**config.mk**
```make
export PLATFORM = sky130hd
export DESIGN_NAME = des_dec_keysched_flat
export DESIGN_NICKNAME = d
export VERILOG_FILES = /design/src/rtl/des_pkg.sv /design/src/rtl/des_dec_keysched_if.sv /design/src/rtl/des_pc2.sv /design/src/rtl/des_dec_keysched.sv /design/src/flat_wrapper.sv
export SDC_FILE = /design/constraint.sdc
export NUM_CORES = 1
export LEC_CHECK = 0
export BUFFER_PORTS_ARGS = -buffer_cell sky130_fd_sc_hd__buf_4
export CAP_MARGIN = 20
export CORE_UTILIZATION = 50
export DETAILED_ROUTE_END_ITERATION = 16
export PLACE_DENSITY = 0.79
export REMOVE_ABC_BUFFERS = 1
export SYNTH_ARGS = -nofsm -noshare
export SYNTH_HDL_FRONTEND = slang
export SYNTH_SLANG_ARGS = --single-unit
```
**constraint.sdc**
```tcl
create_clock -name clk -period 4.1 [get_ports clk]
set_input_delay 0.82 -clock clk [delete_from_list [all_inputs] [get_ports clk]]
set_output_delay 0.82 -clock clk [all_outputs]
set_load 0.005 [all_outputs]
```
**src/rtl/des_pkg.sv**
```systemverilog
// Shared DES constants: PC-1/PC-2 tables, key shift schedule and key-schedule FSM states.
// Table entries are 1-based DES bit numbers (bit 1 = MSB of the source vector).
package des_pkg;

    typedef enum logic [1:0] {
        IDLE = 2'd0,
        EMIT = 2'd1,
        DONE = 2'd2
    } state_t;

    localparam logic [4:0] LAST_ROUND = 5'd16;

    localparam logic [6:0] PC1_TBL [56] = '{
        7'd57, 7'd49, 7'd41, 7'd33, 7'd25, 7'd17, 7'd9,
        7'd1,  7'd58, 7'd50, 7'd42, 7'd34, 7'd26, 7'd18,
        7'd10, 7'd2,  7'd59, 7'd51, 7'd43, 7'd35, 7'd27,
        7'd19, 7'd11, 7'd3,  7'd60, 7'd52, 7'd44, 7'd36,
        7'd63, 7'd55, 7'd47, 7'd39, 7'd31, 7'd23, 7'd15,
        7'd7,  7'd62, 7'd54, 7'd46, 7'd38, 7'd30, 7'd22,
        7'd14, 7'd6,  7'd61, 7'd53, 7'd45, 7'd37, 7'd29,
        7'd21, 7'd13, 7'd5,  7'd28, 7'd20, 7'd12, 7'd4
    };

    localparam logic [5:0] PC2_TBL [48] = '{
        6'd14, 6'd17, 6'd11, 6'd24, 6'd1,  6'd5,
        6'd3,  6'd28, 6'd15, 6'd6,  6'd21, 6'd10,
        6'd23, 6'd19, 6'd12, 6'd4,  6'd26, 6'd8,
        6'd16, 6'd7,  6'd27, 6'd20, 6'd13, 6'd2,
        6'd41, 6'd52, 6'd31, 6'd37, 6'd47, 6'd55,
        6'd30, 6'd40, 6'd51, 6'd45, 6'd33, 6'd48,
        6'd44, 6'd49, 6'd39, 6'd56, 6'd34, 6'd53,
        6'd46, 6'd42, 6'd50, 6'd36, 6'd29, 6'd32
    };

    // Encryption rotates left by this amount before round n; decryption undoes it after round n.
    function automatic logic [1:0] shift_amt(input logic [4:0] n);
        case (n)
            5'd1, 5'd2, 5'd9, 5'd16: shift_amt = 2'd1;
            default:                 shift_amt = 2'd2;
        endcase
    endfunction

    function automatic logic [1:56] pc1(input logic [1:64] k);
        for (int i = 0; i < 56; i++) begin
            pc1[i+1] = k[PC1_TBL[i]];
        end
    endfunction

endpackage

```
**src/rtl/des_dec_keysched_if.sv**
```systemverilog
// Subkey stream from the key scheduler to its consumer: valid/ready with round tag.
interface des_dec_keysched_if;
    logic [1:48] subkey_out;
    logic        subkey_valid;
    logic        subkey_ready;
    logic [4:0]  round_num;

    modport master (output subkey_out, output subkey_valid, output round_num, input subkey_ready);
    modport slave  (input subkey_out, input subkey_valid, input round_num, output subkey_ready);
endinterface

```
**src/rtl/des_pc2.sv**
```systemverilog
// PC-2 compression of the 56-bit CD register into a 48-bit round subkey; purely combinational.
module des_pc2
    import des_pkg::*;
(
    input  logic [1:56] cd_i,
    output logic [1:48] subkey_o
);

    always_comb begin
        subkey_o = '0;
        for (int i = 0; i < 48; i++) begin
            subkey_o[i+1] = cd_i[PC2_TBL[i]];
        end
    end

endmodule

```
**src/rtl/des_dec_keysched.sv**
```systemverilog
// DES decryption key schedule: emits subkeys for rounds 16..1, first one cycle after start.
// Valid/ready output; subkey, round and CD hold for as long as ready stays low.
module des_dec_keysched
    import des_pkg::*;
(
    input  logic         clk,
    input  logic         rst,
    input  logic         start,
    input  logic [1:64]  key_in,
    output logic         busy,
    output logic         done,
    des_dec_keysched_if.master sk_if
);

    state_t      state_q, state_d;
    logic [1:56] cd_q, cd_d;
    logic [4:0]  round_q, round_d;
    logic [1:48] subkey;

    function automatic logic [1:28] rotr28(input logic [1:28] h, input logic [1:0] s);
        if (s == 2'd1) rotr28 = {h[28], h[1:27]};
        else           rotr28 = {h[27:28], h[1:26]};
    endfunction

    des_pc2 u_pc2 (
        .cd_i     (cd_q),
        .subkey_o (subkey)
    );

    always_ff @(posedge clk) begin
        if (rst) begin
            state_q <= IDLE;
            cd_q    <= '0;
            round_q <= '0;
        end else begin
            state_q <= state_d;
            cd_q    <= cd_d;
            round_q <= round_d;
        end
    end

    always_comb begin
        state_d = state_q;
        cd_d    = cd_q;
        round_d = round_q;
        case (state_q)
            IDLE: begin
                if (start) begin
                    cd_d    = pc1(key_in);
                    round_d = LAST_ROUND;
                    state_d = EMIT;
                end
            end
            EMIT: begin
                if (sk_if.subkey_ready) begin
                    if (round_q == 5'd1) begin
                        round_d = '0;
                        state_d = DONE;
                    end else begin
                        // Halves rotate independently; nothing crosses the C/D boundary.
                        cd_d    = {rotr28(cd_q[1:28], shift_amt(round_q)),
                                   rotr28(cd_q[29:56], shift_amt(round_q))};
                        round_d = round_q - 5'd1;
                    end
                end
            end
            DONE:    state_d = IDLE;
            default: state_d = IDLE;
        endcase
    end

    assign sk_if.subkey_out   = subkey;
    assign sk_if.subkey_valid = (state_q == EMIT);
    assign sk_if.round_num    = round_q;
    assign busy               = (state_q == EMIT);
    assign done               = (state_q == DONE);

endmodule

```
**src/flat_wrapper.sv**
```systemverilog
// flat-port wrapper written by rule: the top's interface ports become plain ports
module des_dec_keysched_flat import des_pkg::*;
  (clk, rst, start, key_in, busy, done, sk_if_subkey_out, sk_if_subkey_valid, sk_if_round_num, sk_if_subkey_ready);
  des_dec_keysched_if sk_if_i ();
  input  logic clk;
  input  logic rst;
  input  logic start;
  input  logic [1:64] key_in;
  output logic busy;
  output logic done;
  output wire logic [$bits(sk_if_i.subkey_out)-1:0] sk_if_subkey_out;
  output wire logic [$bits(sk_if_i.subkey_valid)-1:0] sk_if_subkey_valid;
  output wire logic [$bits(sk_if_i.round_num)-1:0] sk_if_round_num;
  input wire logic [$bits(sk_if_i.subkey_ready)-1:0] sk_if_subkey_ready;
  assign sk_if_subkey_out = sk_if_i.subkey_out;
  assign sk_if_subkey_valid = sk_if_i.subkey_valid;
  assign sk_if_round_num = sk_if_i.round_num;
  assign sk_if_i.subkey_ready = sk_if_subkey_ready;
  des_dec_keysched u_core (.clk(clk), .rst(rst), .start(start), .key_in(key_in), .busy(busy), .done(done), .sk_if(sk_if_i));
endmodule
```
==> results.ini <==
[floorplan]
die_area_sq_um=8090
initial_core_util_pct=52.5
die-height_um=90.0
top_level_ports=124
coreArea_sq_um=7370
die_w_um=90.0
rows=31

[synthesis]
synth_edf_count=0
synth_warnings=0
yosys-top-cells-area=dfxtp_1 (33%), mux2i_1 (15%), nor4b_1 (13%), buf_4 (10%), o22ai_1 (9.1%)
syn_inst=423
synth_top_family_by_area=compound AO/OA/AOI/OAI gates
synth-xor-area-share_pct=0
synth_compound_area_share_pct=18.1
synth_mux_area_share_pct=15.3
yosysUniqueCellTypes=30
async_flop_share_pct=0
synth_seq_cells=63
synth-seq-area-share_pct=32.6
synthAdderAreaFrac_pct=1.29
netlist.top_cell.by_area=dfxtp_1
synth_top_area_share_pct=32.6
syn_area_sq_um=3870
synth-simple-area-share_pct=16.2
avgSynthCellArea_sq_um=9.14
synthFlopType=dfxtp_1

[critical_path]
start_kind=flip-flop
cp_cell_sequence=buf_4, a211o_2, a21oi_1, o22ai_1
cp_max_fo=57
r2r.worst_path.cells=4
critPathSlowestCell=a211o_2
path_delay_family=compound AO/OA/AOI/OAI gates
cp-end-kind=flip-flop
path_buf_inv=1
cp_slowest_stage_delay_ns=0.88
rr_startpoint=u_core.state_q[0]
cp.depth=4
path_class=flip-flop to flip-flop
r2r_end=u_core.cd_q[50]
reg2reg_slack_ns=1.49
cp.arrival_ns=2.87
worstPathRequired_ns=4.36

[global_routing]
overflow=0
grt_use_total_pct=23.7
grt_max_degree=64
antenna_found_initial=0
grt_pass1_wl_um=15800
first_global_vias=3176

[run_status]
status=completed

[power]
ir_drop_mv=0.184
power_per_cell_area_nw_per_um2=388
p_leak_nw=1.77

[layout]
final_nets=535
final_util_pct=61.7
n_antenna_cell=0
area_growth_pct=17.6
fin_cells=567
drive_above_1_share_pct=31.4
fin_area_sq_um=4550

[routing]
wl_per_cell_um=16.7
drt_iter0_drc=151
drc=0
antenna_left=0
dr.pass1.iters=4
wl_um=9500
viasPerCell=5.89
num_vias=3340

[timing]
rsz0062_at_grt=false
fmax_mhz=383
slew_violations=0
fin_crit_ns=2.61
timing.final.crit_share_pct=63.6
hold_viol_final=0
maxSlewHeadroom_pct=30.9
setup_viol=0
finClkSkew_ns=0.00754
finalSetupTns_ns=0
tightestPinTransition_ns=1.04

[clock_tree]
cts_buffers=9
cts_sinks=63
insertion_delay_ns=0.33
cts_buffer_depth=2
clk_pin_slew_ns=0.07
cts-root-buf=clkbuf_8
cts_resized=0
cts_tree=done
htree_levels=3
hold_buffers=0
cts_setup_buffers=0

[place]
place_congestion=0.760
io_buffer_count=115
dp_cells=551
dp_hpwl_um=5960
place_area_sq_um=4340

[run]
max_cap_viol_count=0

[hold_path]
holdPathEnd=u_core.cd_q[54]
holdPathStages=2
min-delay-start=u_core.cd_q[54]
worstHoldPathType=flip-flop to flip-flop

-- per-layer routing --
metal,global-route usage [%],wire length (um),vias to the layer above
met2,40.9,4550,93
met5,0,0,-
met4,6.05,52,0
li1,-,-,1634
met1,29.4,4430,1609
met3,6.18,461,4
-- metrics by stage --
step / hold slack [ns] / worst slack (ns) / total power [mW]
2_1_floorplan: 0.529 / -0.999 / 1.02
5_1_grt: 0.599 / 1.32 / 1.85
3_3_place_gp: 0.543 / 1.60 / 1.18
3_5_place_dp: 0.559 / 1.57 / 1.19
4_1_cts: 0.568 / 1.50 / 1.78
6_report: 0.566 / 1.49 / 1.76
-- state kept, by name (all words and copies together) (netlist names) --
signal                  count
u_core.state_q              2
u_core.sk_if.round_num      5
u_core.cd_q                56
-- cells in the final DEF (no fill, tap or decap), types with 3 or more instances in the layout --
cell,Yosys,routed
a21oi_1,58,58
buf_4,52,122
clkbuf_8,0,9
dfxtp_1,63,61
ha_1,4,4
inv_1,4,4
mux2i_1,59,58
nand2_1,4,4
nand2b_1,4,3
nor2_1,5,5
nor4b_1,56,56
o22ai_1,56,56
-- worst min-delay path, delay by kind of cell (launching register included) --
| kind | cells | cell delay, ns |
|---|---|---|
| flip-flops | 1 | 0.32 |
| AO/OA/AOI/OAI | 2 | 0.20 |
-- report_power, final --
group          total [mW]  internal (mW)  leakage [nW]  switching, mW
combinational       0.456          0.241          1.15          0.215
clock               0.580          0.340         0.102          0.240
sequential          0.727          0.663         0.518         0.0639
-- cell type report --
class / instances / area, sq um
fill: 678 / 2820
multi-input combinational: 262 / 2000
sequential: 63 / 1260
timing repair buffer: 123 / 936
clock buffer: 10 / 128
tap: 99 / 124
clock inverter: 6 / 85.1
inverter: 4 / 15.0
-- cell usage after synthesis (5+ instances only) --
cell type  number
dfxtp_1        63
mux2i_1        59
a21oi_1        58
nor4b_1        56
o22ai_1        56
buf_4          52
clkbuf_1       21
buf_2          11
buf_6           8
nor2_1          5
-- cell families after synthesis --
logic type / after synthesis
adders and majority gates: 4
and+or+nand+nor: 78
DFF: 63
buffers and inverters: 98
AOI/OAI and AO/OA: 121
muxes: 59
-- worst max path at each step --
stage	start	to	slack (ns)
after floorplan	u_core.state_q[0]	u_core.cd_q[10]	-1.0
after global placement	u_core.state_q[0]	u_core.cd_q[24]	1.60
after detailed placement	u_core.state_q[0]	u_core.cd_q[33]	1.57
after CTS	u_core.state_q[0]	done	1.50
after global routing	u_core.state_q[0]	u_core.cd_q[33]	1.32
final	u_core.state_q[0]	u_core.cd_q[50]	1.49
No activity file was read; power rests on OpenSTA's default activity.
